### config.mk
export PLATFORM = sky130hd
export DESIGN_NAME = menu_select_fsm
export DESIGN_NICKNAME = d
export VERILOG_FILES = /design/src/rtl/menu_select_fsm.sv
export SDC_FILE = /design/constraint.sdc
export NUM_CORES = 1
export LEC_CHECK = 0
export ABC_AREA = 1
export BUFFER_PORTS_ARGS = -buffer_cell sky130_fd_sc_hd__buf_2
export CAP_MARGIN = 10
export CORE_ASPECT_RATIO = 1.25
export CORE_MARGIN = 3
export CORE_UTILIZATION = 40
export CTS_BUF_LIST = sky130_fd_sc_hd__clkbuf_16
export CTS_CLUSTER_DIAMETER = 30
export DETAILED_ROUTE_END_ITERATION = 7
export PLACE_DENSITY_LB_ADDON = 0.12
export REMOVE_ABC_BUFFERS = 1
export SLEW_MARGIN = 20
export SYNTH_ARGS = -nofsm -noshare
export SYNTH_HDL_FRONTEND = slang
export SYNTH_SLANG_ARGS = --single-unit
### constraint.sdc
create_clock -name clk_in -period 6.26 [get_ports clk_in]
set_clock_uncertainty 0.15 [all_clocks]
set_input_delay 0.626 -clock clk_in [delete_from_list [all_inputs] [get_ports clk_in]]
set_output_delay 0.626 -clock clk_in [all_outputs]
set_load 0.02 [all_outputs]
### src/rtl/menu_select_fsm.sv
// Title/menu controller: gates start, walks a cursor over NUM_OPTIONS tiles, confirms or backs out of a choice.
// Latency: one cycle from a sampled click to select/cursor/state outputs; pixel_out is one cycle behind its inputs.
// Backpressure: none; button levels are sampled every cycle and there is no stall path.
module menu_select_fsm #(
   parameter int NUM_OPTIONS   = 6,
   parameter int COLS          = 3,
   parameter int X0            = 120,
   parameter int X_STEP        = 340,
   parameter int Y0            = 334,
   parameter int Y_STEP        = 0,
   parameter int REPEAT_DELAY  = 37_125_000,
   parameter int REPEAT_PERIOD = 12_375_000,
   localparam int SEL_W        = $clog2(NUM_OPTIONS),
   localparam int NUM_ROWS     = (NUM_OPTIONS + COLS - 1) / COLS,
   localparam int ROW_W        = (NUM_ROWS > 1) ? $clog2(NUM_ROWS) : 1
) (
   input  logic             clk_in,
   input  logic             rst_in,
   input  logic             enable_in,
   input  logic             left_in,
   input  logic             right_in,
   input  logic             middle_in,
   input  logic             back_in,
   input  logic [11:0]      title_pixel_in,
   input  logic [11:0]      instr_pixel_in,
   input  logic [11:0]      menu_pixel_in,
   input  logic [11:0]      cursor_pixel_in,
   output logic [11:0]      pixel_out,
   output logic [SEL_W-1:0] select_out,
   output logic [10:0]      cursor_x_out,
   output logic [9:0]       cursor_y_out,
   output logic [ROW_W-1:0] cursor_row_out,
   output logic             menu_active_out,
   output logic             confirmed_out,
   output logic             select_valid_out
);

   localparam int COL_W = (COLS > 1) ? $clog2(COLS) : 1;
   localparam int HC_W  = (REPEAT_DELAY > 0) ? $clog2(REPEAT_DELAY + 1) : 1;

   localparam logic [1:0] ST_START     = 2'd0;
   localparam logic [1:0] ST_SELECT    = 2'd1;
   localparam logic [1:0] ST_CONFIRMED = 2'd2;

   // Wrap targets are elaboration-time constants, so no divider or multiplier is built.
   localparam logic [SEL_W-1:0] IDX_LAST  = SEL_W'(NUM_OPTIONS - 1);
   localparam logic [COL_W-1:0] COL_LAST  = COL_W'(COLS - 1);
   localparam logic [COL_W-1:0] COL_WRAP  = COL_W'((NUM_OPTIONS - 1) % COLS);
   localparam logic [ROW_W-1:0] ROW_WRAP  = ROW_W'((NUM_OPTIONS - 1) / COLS);
   localparam logic [10:0]      X_BASE    = 11'(X0);
   localparam logic [10:0]      X_PITCH   = 11'(X_STEP);
   localparam logic [10:0]      X_ROW_END = 11'(X0 + (COLS - 1) * X_STEP);
   localparam logic [10:0]      X_WRAP    = 11'(X0 + ((NUM_OPTIONS - 1) % COLS) * X_STEP);
   localparam logic [9:0]       Y_BASE    = 10'(Y0);
   localparam logic [9:0]       Y_PITCH   = 10'(Y_STEP);
   localparam logic [9:0]       Y_WRAP    = 10'(Y0 + ((NUM_OPTIONS - 1) / COLS) * Y_STEP);
   localparam logic [HC_W:0]    HC_DELAY  = (HC_W + 1)'(REPEAT_DELAY);
   localparam logic [HC_W-1:0]  HC_RELOAD = HC_W'(REPEAT_DELAY - REPEAT_PERIOD);

   logic             left_q, right_q, middle_q, back_q;
   logic             left_clk, right_clk, middle_clk, back_clk, any_clk;
   logic             single_held, rep_fire, in_select, step_fwd, step_back;
   logic [HC_W-1:0]  hold_cnt;
   logic [HC_W:0]    hold_inc;
   logic [1:0]       state_q;
   logic [SEL_W-1:0] sel_q;
   logic [COL_W-1:0] col_q;
   logic [ROW_W-1:0] row_q;
   logic [10:0]      x_q;
   logic [9:0]       y_q;
   logic             active_q, confirmed_q, valid_q;
   logic [11:0]      pixel_q;

   // Previous button levels for rising-edge (click) detection.
   always_ff @(posedge clk_in or posedge rst_in) begin
      if (rst_in) begin
         left_q   <= 1'b0;
         right_q  <= 1'b0;
         middle_q <= 1'b0;
         back_q   <= 1'b0;
      end else begin
         left_q   <= left_in;
         right_q  <= right_in;
         middle_q <= middle_in;
         back_q   <= back_in;
      end
   end

   // Click decode, auto-repeat trigger and step direction; middle wins, left+right cancel.
   always_comb begin
      left_clk    = left_in & ~left_q;
      right_clk   = right_in & ~right_q;
      middle_clk  = middle_in & ~middle_q;
      back_clk    = back_in & ~back_q;
      any_clk     = left_clk | right_clk | middle_clk | back_clk;
      single_held = left_in ^ right_in;
      hold_inc    = {1'b0, hold_cnt} + 1'b1;
      rep_fire    = (REPEAT_DELAY != 0) && !any_clk && single_held && (hold_inc == HC_DELAY);
      in_select   = (state_q == ST_SELECT);
      step_fwd    = in_select && !middle_clk &&
                    ((right_clk && !left_clk) || (rep_fire && right_in));
      step_back   = in_select && !middle_clk &&
                    ((left_clk && !right_clk) || (rep_fire && left_in));
   end

   // Hold counter: first repeat REPEAT_DELAY cycles after the click, then every REPEAT_PERIOD.
   always_ff @(posedge clk_in or posedge rst_in) begin
      if (rst_in) begin
         hold_cnt <= '0;
      end else if (any_clk || !single_held || (REPEAT_DELAY == 0)) begin
         hold_cnt <= '0;
      end else if (rep_fire) begin
         hold_cnt <= HC_RELOAD;
      end else begin
         hold_cnt <= hold_inc[HC_W-1:0];
      end
   end

   // Top-level state with registered status flags and the one-cycle confirm pulse.
   always_ff @(posedge clk_in or posedge rst_in) begin
      if (rst_in) begin
         state_q     <= ST_START;
         active_q    <= 1'b0;
         confirmed_q <= 1'b0;
         valid_q     <= 1'b0;
      end else begin
         valid_q <= 1'b0;
         case (state_q)
            ST_START: begin
               if (middle_clk && enable_in) begin
                  state_q  <= ST_SELECT;
                  active_q <= 1'b1;
               end
            end
            ST_SELECT: begin
               if (middle_clk) begin
                  state_q     <= ST_CONFIRMED;
                  confirmed_q <= 1'b1;
                  valid_q     <= 1'b1;
               end
            end
            ST_CONFIRMED: begin
               if (back_clk) begin
                  state_q     <= ST_SELECT;
                  confirmed_q <= 1'b0;
               end
            end
            default: begin
               state_q     <= ST_START;
               active_q    <= 1'b0;
               confirmed_q <= 1'b0;
            end
         endcase
      end
   end

   // Cursor index, col/row and pixel position move together; position tracks by adding the pitch.
   always_ff @(posedge clk_in or posedge rst_in) begin
      if (rst_in) begin
         sel_q <= '0;
         col_q <= '0;
         row_q <= '0;
         x_q   <= X_BASE;
         y_q   <= Y_BASE;
      end else if (step_fwd) begin
         if (sel_q == IDX_LAST) begin
            sel_q <= '0;
            col_q <= '0;
            row_q <= '0;
            x_q   <= X_BASE;
            y_q   <= Y_BASE;
         end else begin
            sel_q <= sel_q + 1'b1;
            if (col_q == COL_LAST) begin
               col_q <= '0;
               row_q <= row_q + 1'b1;
               x_q   <= X_BASE;
               y_q   <= y_q + Y_PITCH;
            end else begin
               col_q <= col_q + 1'b1;
               x_q   <= x_q + X_PITCH;
            end
         end
      end else if (step_back) begin
         if (sel_q == '0) begin
            sel_q <= IDX_LAST;
            col_q <= COL_WRAP;
            row_q <= ROW_WRAP;
            x_q   <= X_WRAP;
            y_q   <= Y_WRAP;
         end else begin
            sel_q <= sel_q - 1'b1;
            if (col_q == '0) begin
               col_q <= COL_LAST;
               row_q <= row_q - 1'b1;
               x_q   <= X_ROW_END;
               y_q   <= y_q - Y_PITCH;
            end else begin
               col_q <= col_q - 1'b1;
               x_q   <= x_q - X_PITCH;
            end
         end
      end
   end

   // UI pixel: title (plus instructions when enabled) before start, menu with cursor afterwards.
   always_ff @(posedge clk_in or posedge rst_in) begin
      if (rst_in) begin
         pixel_q <= '0;
      end else if (state_q == ST_START) begin
         pixel_q <= title_pixel_in | (enable_in ? instr_pixel_in : 12'h000);
      end else begin
         pixel_q <= menu_pixel_in | cursor_pixel_in;
      end
   end

   assign pixel_out        = pixel_q;
   assign select_out       = sel_q;
   assign cursor_x_out     = x_q;
   assign cursor_y_out     = y_q;
   assign cursor_row_out   = row_q;
   assign menu_active_out  = active_q;
   assign confirmed_out    = confirmed_q;
   assign select_valid_out = valid_q;

endmodule

# Word level (Yosys, flattened, before mapping)
# Index checks and enable logic that the tools add are counted.
[totals] regBits=74 output_inout_bits=40 word_cells=121 in_bits=55
[op_classes] n_mux=41 add_sub_neg=9 reduce_logical=30 bitwise_logic=16 n_eq_ne=10
[ops] op="$mux 11" count=6
[ops] op="$mux 26" count=2
[ops] op="$mux 10" count=4
[ops] op="$add 26x1->27 const B" count=1
[ops] op="$eq 27x26->1 const B" count=1
[ops] op="$mux 12" count=2
[ops] op="$or 12x12->12" count=2
[ops] op="$mux 2" count=9
[ops] op="$mux 3" count=4
[ops] op="$reduce_and 3->1" count=4
[ops] op="$add 11x9->11 const B" count=1
[ops] op="$mux 1" count=11
[ops] op="$sub 11x9->11 const B" count=1
[ops] op="$logic_and 1x1->1" count=10
[ops] op="$ne 2x2->1 const B" count=3
[ops] op="$not 1->1" count=6
[ops] op="$pmux 2 s3" count=1
[ops] op="$logic_not 1->1" count=5
[ops] op="$and 1x1->1" count=4
[ops] op="$eq 2x2->1 const B" count=2
[ops] op="$logic_not 2->1" count=2
[ops] op="$reduce_bool 2->1" count=2
[ops] op="$add 3x1->3 const B" count=1
[ops] op="$eq 3x3->1 const B" count=1
[ops] op="other kinds (17)" count=21

# Depth between registers and ports, before layout
# Gate-level depths: netlist of run 1.
[logic_depth] word_depth=13 mapped_depth=19 mapped_depth_nobuf=18

# Worst setup path before layout of run 1
# Ideal clock, no wire load.
[synth_timing] path_type="input port to flip-flop" start="input port middle_in" end="register x_q[7] (netlist: cursor_x_out[7])" slack_ps=3816 path_stages=16 arrival_time_ps=2178 path_buffers=2 setup_time_ps=117 required_time_ps=5993 cell_sequence="inv_1 nor2_1 a21oi_1 nand2_1 nor2_1 nand3_1 nor2_1 nand3_2 o21bai_4 nand2_2 buf_6 buf_6 nand3_1 o21ai_1 nand2_1 nand2_1"
[synth_via] elab_chain_cells=10 word_cells_on_any_way=16 cone_classes="mux: 1; bitwise: 3; reduce/logical: 12"
[synth_lines] element="start, declared" line="22" source="input logic middle_in,"
[synth_lines] element="$and 1x1->1 (*)" line="93" source="middle_clk = middle_in & ~middle_q;"
[synth_lines] element="$or 1x1->1 (2 in a row)" line="95" source="any_clk = left_clk | right_clk | middle_clk | back_clk;"
[synth_lines] element="$logic_not 1->1" line="98" source="rep_fire = (REPEAT_DELAY != 0) && !any_clk && single_held && (hold_inc == HC_DELAY);"
[synth_lines] element="$logic_and 1x1->1 (2 in a row)" line="98"
[synth_lines] element="$logic_and 1x1->1, on equally long branches" line="101, 103"
[synth_lines] element="$logic_or 1x1->1, on equally long branches" line="101, 103"
[synth_lines] element="$logic_and 1x1->1, on equally long branches" line="100, 102"
[synth_lines] element="$mux 11 or $reduce_bool 2->1 (tied branches)"
[synth_lines] element="end signal, assigned" line="181" source="x_q <= x_q + X_PITCH;"
[synth_lines] element="end signal, assigned" line="200" source="x_q <= x_q - X_PITCH;"
[synth_lines] element="end, declared" line="69" source="logic [10:0] x_q;"
# Every way passes the cells marked *; elsewhere a longest branch is shown, timed or not.
# A chain may end at the register's enable or synchronous reset.

# Worst setup path after layout of run 1
[layout_timing] start="input port middle_in" end="register row_q (netlist: cursor_row_out)"
[layout_via] elab_chain_cells=11 word_cells_on_any_way=19 cone_classes="eq/ne: 1; mux: 1; bitwise: 3; reduce/logical: 14"
[layout_lines] element="$and 1x1->1 (*)" line="93"
[layout_lines] element="$or 1x1->1 (2 in a row)" line="95"
[layout_lines] element="$logic_not 1->1" line="98"
[layout_lines] element="$logic_and 1x1->1 (2 in a row)" line="98"
[layout_lines] element="$logic_and 1x1->1, on equally long branches" line="101, 103"
[layout_lines] element="$logic_or 1x1->1, on equally long branches" line="101, 103"
[layout_lines] element="$logic_and 1x1->1, on equally long branches" line="100, 102"
[layout_lines] element="$ne 3x1->1 (no line) (tied with other cells)"
[layout_lines] element="$reduce_and 3->1 (no line)"
[layout_lines] element="end signal, assigned" line="176" source="row_q <= row_q + 1'b1;"
[layout_lines] element="end signal, assigned" line="195" source="row_q <= row_q - 1'b1;"
[layout_lines] element="end, declared" line="68" source="logic [ROW_W-1:0] row_q;"
# Marks and branches as above.

==> results of run 1 <==
kinds of logic (layout without fill, tap and decap cells):
group                    after synthesis  after routing
AND/OR/NAND/NOR                      276            276
adder cells (fa/ha/maj)               11             11
buffers and inverters                 75            154
XOR/XNOR                              10             10
AO/OA/AOI/OAI                         97             97
other                                  2             12
flip-flops                            62             62
path summary, 6_finish.rpt:
check | start | to | slack [ps] | depth (start not counted)
min in group asynchronous | rst_in | pixel_out[4]$_DFF_PP0_ | 370 | 3
min | middle_in | middle_q$_DFF_PP0_ | 270 | 1
max in group asynchronous | rst_in | hold_cnt[12]$_DFF_PP0_ | 5070 | 3
min reg2reg | middle_q$_DFF_PP0_ | select_valid_out$_DFF_PP0_ | 300 | 1
max | middle_in | cursor_row_out$_DFFE_PP0P_ | 3120 | 16
max reg2reg | hold_cnt[0]$_DFF_PP0_ | cursor_row_out$_DFFE_PP0P_ | 3160 | 17
synthesized netlist by cell type (2+ instances only):
master / n
ha_1: 11
or2_2: 3
dfstp_2: 4
nand2_2: 8
buf_4: 13
a21oi_1: 34
o21ai_1: 9
inv_1: 53
nand2_1: 139
nor2_1: 56
dfrtp_1: 58
nor2_4: 5
conb_1: 2
clkbuf_1: 3
o21ai_0: 46
nand4_1: 5
xor2_1: 7
nand3_2: 3
nor2_2: 5
o21bai_1: 2
buf_6: 3
a31oi_1: 3
nor3_1: 8
nand3b_1: 5
nand3_1: 36
xnor2_1: 3
routing by layer:
layer	GRT usage, %	part of all wire, %	vias to the layer above
li1	-	-	1874
met1	20.9	41	1712
met2	33.7	53	63
met3	3.80	3.9	17
met4	6.94	1.8	0
met5	0	0	-
state kept, by name, indices dropped and copies added (netlist names):
| name | flops |
|---|---|
| right_q | 1 |
| menu_active_out | 1 |
| state_q | 2 |
| cursor_x_out | 9 |
| back_q | 1 |
| cursor_row_out | 1 |
| select_valid_out | 1 |
| confirmed_out | 1 |
| pixel_out | 12 |
| select_out | 3 |
| col_q | 2 |
| hold_cnt | 26 |
| left_q | 1 |
| middle_q | 1 |
power by group through the flow:
stage | clock network, mW | registers [mW] | logic (mW)
6_report | 0.516 | 0.582 | 0.725
5_1_grt | 0.546 | 0.597 | 0.822
4_1_cts | 0.527 | 0.583 | 0.733
3_5_place_dp | 0 | 0.589 | 0.730
3_3_place_gp | 0 | 0.585 | 0.719
2_1_floorplan | 0 | 0.681 | 0.411
metrics by stage:
stage / cell area, um2 / cells / hold WS (ps)
2_1_floorplan: 3780 / 523 / 260
3_3_place_gp: 4350 / 729 / 285
3_5_place_dp: 4350 / 729 / 286
4_1_cts: 4650 / 745 / 258
5_1_grt: 4650 / 745 / 271
6_report: 4650 / 745 / 270
critical path, cell delays in order:
cell and delay, ps:
buf_2 100, inv_1 60, nor2_1 60, a21oi_1 180, nand2_1 420, nor2_1 220, nand3_1 90, nor2_1 120
nand3_2 120, o21bai_4 210, nand2_2 240, nand2_2 360, inv_2 200, nor2_1 130, nand2_1 60, nand2_1 50
final cells by class:
type,count,area (um2)
fill,925,4670
multi-input combinational,406,2010
sequential,62,1560
timing repair buffer,83,418
clock buffer,9,225
inverter,55,206
tap,123,154
clock inverter,7,80.1
==> flow_summary.ini, run 1 <==
[run_status]
status = completed

[clock_network]
cts_tree = yes
numCtsBuffers = 9
clkTransAtPathRegs_ps = 50
root_buffer = clkbuf_16
clock_latency_ps = 330
cts_hold_buffers = 0
cts_buffer_depth = 2
postCtsSetupBuffers = 0
cts_max_level = 3
clock-sinks = 62
cts_resized = 0

[placement]
portBuffers = 82
dp_hpwl_um = 7150
routabilityCongestion = 0.872
place_ws_ps = 2770

[yosys]
yosys.area.top_type = dfrtp_1
synth-compound-area-share_pct = 13.2
yosys.area_share.simple_pct = 31.6
netlist_top_cells_area = dfrtp_1 (37%), nand2_1 (13%), o21ai_0 (5.9%)
ys_ff_latch = 62
yosysWarnings = 0
synth_adder_area_share_pct = 3.54
synthCells = 533
synth.mux.area_fraction_pct = 0
ys_seq_area_share_pct = 40.1
synth_top_family_by_area = simple AND/OR/NAND/NOR gates
synth_xor_area_share_pct = 2.25
async_flop_share_pct = 100
syn-cell-area_um2 = 3890
synth_ff_type = dfrtp_1
synth_top_area_share_pct = 37.3
synth_area_per_cell_um2 = 7.29
synth_cell_types = 35
synth_edf_count = 0

[power_and_ir_drop]
clkPwrFrac_pct = 28.3
p_leak_nw = 2.22
powerDensity_nw_per_um2 = 392
swShare_pct = 39.5
p_total_mw = 1.82
peakVddDrop_mv = 0.240
p_int_mw = 1.10
switchingPower_mw = 0.720
seqPwrFrac_pct = 31.9
comb_power_share_pct = 39.8

[setup_path]
crit_fanout = 20
startpoint_type = input pin
required_ps = 6380
critPathKind = in -> reg
crit_arrival_ps = 3250
endpoint_kind = flop

[sta]
fmax_mhz = 319
fin_crit_ps = 3140
setup_violations = 0
finalHoldViolCount = 0
fin_ws_ps = 3120
totalNegativeSetupSlack_ps = 0
rsz0062_at_grt = false
final.period_utilization_pct = 50.1
tightest_slew_ps = 789
drv_slew = 0
slew_headroom_pct = 47.4

[floorplanning]
die-width_um = 94.2
core_um2 = 9320
die_h_um = 116
initial_core_util_pct = 41.7
ios = 95
fp-row-count = 39
die-area_um2 = 10900

[detailed_routing]
drt-pass1-iter-count = 4
wl_per_cell_um = 12.7
via_count = 3666
routed_wl_um = 9430
antenna_left = 0
drt-vias-per-instance = 4.92
drtIter0Drc = 159
drc = 0

[layout]
utilization_pct = 49.9
layout_common_cells = nand2_1 (139), buf_2 (82), dfrtp_1 (58)
syn2layout_area_growth_pct = 19.8
drive_above_1_share_pct = 20.4
diodes = 0
final_nets = 683
layout_commonest_cell = nand2_1

[grt]
grt_first_pass_wirelength_um = 15900
grt_util_all_layers_pct = 18.4
grt.overflow.total = 0
grt_pass1_vias = 3564
antenna_found_initial = 0
grt_max_degree = 63

[flow_run]
cap_viol_max_count = 0

[hold_path]
hold_class = in -> reg
Power figures use the tool's default switching activity.
==> run 2: changes to the inputs <==
Clock period 6.26 ns to 2.8 ns, I/O delays scaled along.
==> run 2 against run 1 <==
  * Worst setup slack lost 3000 ps
  * Clock-buffer cell count is the same
  * Worst hold slack lost 260 ps
  * Sequential power grew 120%
  * Largest cell class unchanged
  * Clock power grew 96%
  * Register-to-register slack lost 3000 ps
  * Via count grew 1.6%
  * Highest routed layer unchanged
  * Wire length grew 4.9%
  * Utilization grew 2.4 points
==> flow_summary.ini, run 2 (synthesized netlist as in run 1, its figures left out) <==
[layout]
final_nets = 700
largest_reg_flops = 26
drive_above_1_share_pct = 24.3
diodes = 0
multi_input_area_um2 = 2090
syn2layout_area_growth_pct = 25.5
nFillCells = 928
layout_common_cells = nand2_1 (137), buf_2 (82), dfrtp_1 (56)
seqCellArea_um2 = 1560
layout_commonest_cell = nand2_1
regMostFlops = hold_cnt

[sta]
totalNegativeSetupSlack_ps = 0
fin_crit_ps = 2640
fmax_mhz = 379
final.period_utilization_pct = 94.2
tightest_slew_ps = 540
setup_violations = 0
hold_ws_ps = 13.4
drv_slew = 0
fin_ws_ps = 164
slew_headroom_pct = 63.9
finalHoldViolCount = 0

[grt]
grt.overflow.total = 0
grt_util_all_layers_pct = 18.6
antenna_found_initial = 0
grt_first_pass_wirelength_um = 15900
grt_max_degree = 26
grt_pass1_vias = 3536

[detailed_routing]
drtIter0Drc = 157
drt-pass1-iter-count = 4
via_count = 3726
wl_per_cell_um = 13.0
routed_wl_um = 9890
drc = 0
antenna_left = 0
drt-vias-per-instance = 4.89

[placement]
portBuffers = 82
place_ws_ps = 133
routabilityCongestion = 0.898
dp_hpwl_um = 7450

[power_and_ir_drop]
p_leak_nw = 2.31
powerDensity_nw_per_um2 = 814
peakVddDrop_mv = 0.551

[floorplanning]
core_um2 = 9320
fp-row-count = 39
ios = 95
die_h_um = 116
initial_core_util_pct = 41.7
die-width_um = 94.2
die-area_um2 = 10900

[clock_network]
numCtsBuffers = 9
clkTransAtPathRegs_ps = 60
root_buffer = clkbuf_16
clock_latency_ps = 340
cts_max_level = 3
cts_buffer_depth = 2
clock-sinks = 62
cts_tree = yes

[run_status]
status = completed

[hold_path]
hold_class = in -> reg

[setup_path]
required_ps = 2880
crit_fanout = 7
crit_arrival_ps = 2720
endpoint_kind = flop
startpoint_type = flop
critPathKind = reg -> reg

[flow_run]
cap_viol_max_count = 0
run 2: cell types whose count changed in the layout (fill, tap and decap cells not counted), sizes merged:
cell	delta
inv	+1
buf	+11
bufinv	-2
clkbuf	+1
clkinvlp	+2
clkinv	-1
dlygate4sd3	+5
run 2: final timing paths:
check | from | to | slack, ps | cells after the start
max in group asynchronous | rst_in | cursor_x_out[6]$_DFFE_PP1P_ | 1420 | 4
setup / recovery | hold_cnt[1]$_DFF_PP0_ | col_q[0]$_DFFE_PP0P_ | 160 | 18
hold reg to reg | middle_q$_DFF_PP0_ | select_valid_out$_DFF_PP0_ | 280 | 1
setup reg to reg | hold_cnt[1]$_DFF_PP0_ | col_q[0]$_DFFE_PP0P_ | 160 | 18
min in group asynchronous | rst_in | pixel_out[5]$_DFF_PP0_ | 350 | 3
hold / removal | menu_pixel_in[7] | pixel_out[7]$_DFF_PP0_ | 10 | 3
run 2: final cells by class:
cell class | instances | area share (%)
repair buffers | 100 | 12.2
clock inverters | 7 | 0.898
flip-flops and latches | 62 | 32.0
well taps | 123 | 3.15
multi-input cells | 406 | 42.9
inverters | 55 | 4.23
clock buffers | 9 | 4.62
run 2: critical path, cell delays in order (launching register included):
cell      delay (ps)
dfrtp_2          430
ha_4             170
nand2_2           60
nor2_4           200
nand2_2          110
nor2_4           150
nand3_2           90
nand2_1           70
nand2_1           60
nor2_2           120
nand3_2          110
o21bai_4         180
nand2_4          100
buf_8            170
buf_4            130
nand3_1           60
o21ai_1           60
nand2_1           50
nand2_1           40
run 2: timing repair:
action,in CTS,in global routing
setup endpoints to repair,0,20
hold buffers,5,0
endpoints found under the hold margin,25,0
setup buffers,0,5
resized for setup,0,26
run 2: metrics by stage:
stage | instances | util (%) | power [mW] | cell area (um2)
after floorplan | 523 | - | 2.44 | 3780
after global placement | 735 | 47.1 | 2.93 | 4390
after detailed placement | 735 | 47.1 | 2.94 | 4390
after CTS | 756 | 50.6 | 3.98 | 4710
after global routing | 762 | 52.3 | 4.28 | 4880
final | 762 | 52.3 | 3.97 | 4880
run 2: report_power, final:
part           internal, mW  total, mW  switching (mW)
Clock                 0.591       1.01           0.423
Sequential             1.13       1.30           0.170
Combinational         0.597       1.65            1.06
Total                  2.32       3.97            1.65
run 2: per-layer routing:
| metal | part of all wire, % | vias up | track usage, % |
|---|---|---|---|
| met3 | 3.5 | 13 | 3.41 |
| met2 | 53 | 68 | 33.6 |
| li1 | - | 1918 | - |
| met4 | 1.9 | 0 | 7.23 |
| met1 | 42 | 1727 | 21.7 |
| met5 | 0 | - | 0 |
==> run 3: changes to the inputs <==
Settings changed: CELL_PAD_IN_SITES_DETAIL_PLACEMENT set to 0, CELL_PAD_IN_SITES_GLOBAL_PLACEMENT set to 1, CORE_UTILIZATION 40 to 35, HOLD_SLACK_MARGIN set to 0.06, RECOVER_POWER set to 25.
==> run 3 against run 2 <==
  * Utilization shrank 5.1 points
  * Cell count grew 4.3%
  * Via count grew 2.5%
  * Sequential share of layout area shrank 1.2 points
  * Clock power grew 6%
  * Design area grew 3.8%
  * Critical path type unchanged
==> flow_summary.ini, run 3 (synthesized netlist as in run 1, its figures left out) <==
[grt]
grt_util_all_layers_pct = 19.0
grt_first_pass_wirelength_um = 18400
antenna_found_initial = 0
grt_max_degree = 26
grt_pass1_vias = 3840
grt.overflow.total = 0

[detailed_routing]
drt-pass1-iter-count = 4
drtIter0Drc = 142
wl_per_cell_um = 13.9
route.met2.wl_um = 5840
top_layer_used = met4
via_count = 3820
drt-vias-per-instance = 4.81
wl_met3_um = 349
met1_length_um = 4610
routed_wl_um = 11000
antenna_left = 0
drc = 0

[setup_path]
critPathSlowestCell = dfrtp_2
crit_arrival_ps = 2720
endpoint_kind = flop
path_cells = ha_4, nand2_2, nor2_4, nand2_2, nor2_1, nor2_1, nor2_1, nand2_1, nor2_2, nand3_2, o21bai_4, buf_4, nand3_2, o21ai_0, nand2_1, nand2_1
startpoint_type = flop
required_ps = 2920
critPathKind = reg -> reg
critPathTopFamily = simple AND/OR/NAND/NOR gates
crit_fanout = 6
cpPeakStageDelay_ps = 430
critical_path_buf_inv_count = 1

[clock_network]
cts_tree = yes
cts_max_level = 3
clock_latency_ps = 330
numCtsBuffers = 9
clock-sinks = 62
cts_buffer_depth = 2
root_buffer = clkbuf_16
clkTransAtPathRegs_ps = 50

[floorplanning]
fp-row-count = 42
die-area_um2 = 12400
die-width_um = 100
ios = 95
initial_core_util_pct = 36.3
core_um2 = 10700
die_h_um = 124

[power_and_ir_drop]
powerDensity_nw_per_um2 = 834
p_leak_nw = 2.34
p_total_mw = 4.22
peakVddDrop_mv = 0.498

[sta]
fmax_mhz = 384
final.period_utilization_pct = 93.0
rsz0062_at_grt = true
hold_ws_ps = 69.3
tightest_slew_ps = 738
drv_slew = 0
setup_violations = 0
slew_headroom_pct = 50.8
fin_crit_ps = 2600
fin_ws_ps = 197
finalHoldViolCount = 0

[layout]
diodes = 0
regMostFlops = hold_cnt
final_cell_area_um2 = 5060
nFillCells = 1115
seqCellArea_um2 = 1560
stdcell_count = 795
drive_above_1_share_pct = 20.7
syn2layout_area_growth_pct = 30.3
layout_commonest_cell = nand2_1
largest_reg_flops = 26
final_nets = 725
layout_common_cells = nand2_1 (138), buf_2 (69), dfrtp_1 (57)
multi_input_area_um2 = 2060

[flow_run]
cap_viol_max_count = 0

[placement]
routabilityCongestion = 0.805
place_area_um2 = 4430
place_ws_ps = 102
dp_hpwl_um = 8150
dp_cells = 747
portBuffers = 82

[run_status]
status = completed

[hold_path]
hold_class = in -> reg
## run 3: cell count changes in the layout (fill, tap and decap cells not counted), sizes merged
| cell | delta |
|---|---|
| inv | -2 |
| clkinvlp | +1 |
| dlygate4sd3 | +24 |
| bufinv | +1 |
| clkbuf | +13 |
| buf | -13 |
## run 3: area by class of cell
| type | instances | share of cell area, % |
|---|---|---|
| clock buffer | 9 | 4.45 |
| clock inverter | 6 | 1.09 |
| inverter | 55 | 4.15 |
| multi-input combinational | 406 | 40.8 |
| sequential | 62 | 30.8 |
| tap | 132 | 3.26 |
| timing repair buffer | 124 | 15.4 |
| timing repair inverter | 1 | 0.0988 |
## run 3: report_power, final
group          switching (mW)  internal [mW]
Sequential              0.172           1.13
Combinational            1.13          0.714
Clock                   0.397          0.673
## run 3: repair_timing
item                                    in CTS  in global routing
endpoints found under the hold margin       31                  0
hold buffers                                29                  0
resized for setup                            0                 18
setup buffers                                0                  3
endpoints found under the setup margin       0                 26
## run 3: routing by layer
layer  vias up  global-route usage [%]
met5         -                       0
met4         0                    8.00
met3        15                    3.31
met2        70                    34.3
met1      1779                    22.1
li1       1956                       -
## run 3: worst paths after layout
| check | start | to | slack (ps) | cells after the start |
|---|---|---|---|---|
| setup / recovery | hold_cnt[0]$_DFF_PP0_ | cursor_x_out[9]$_DFFE_PP0P_ | 200 | 16 |
| hold / removal | title_pixel_in[11] | pixel_out[11]$_DFF_PP0_ | 70 | 3 |
| setup reg to reg | hold_cnt[0]$_DFF_PP0_ | cursor_x_out[9]$_DFFE_PP0P_ | 200 | 16 |
| hold reg to reg | middle_q$_DFF_PP0_ | select_valid_out$_DFF_PP0_ | 280 | 1 |
| max in group asynchronous | rst_in | pixel_out[10]$_DFF_PP0_ | 940 | 4 |
| min in group asynchronous | rst_in | pixel_out[11]$_DFF_PP0_ | 480 | 3 |
## run 3: per-stage QoR
| step | utilization (%) | TNS, ps |
|---|---|---|
| after floorplan | - | 0 |
| after global placement | 41.3 | 0 |
| after detailed placement | 41.3 | 0 |
| after CTS | 46.6 | 0 |
| after global routing | 47.2 | -86.0 |
| final | 47.2 | 0 |
## run 3: tightest hold or removal path: stages
cell and delay, ps:
buf_2 80, a21oi_1 30, o21ai_0 120
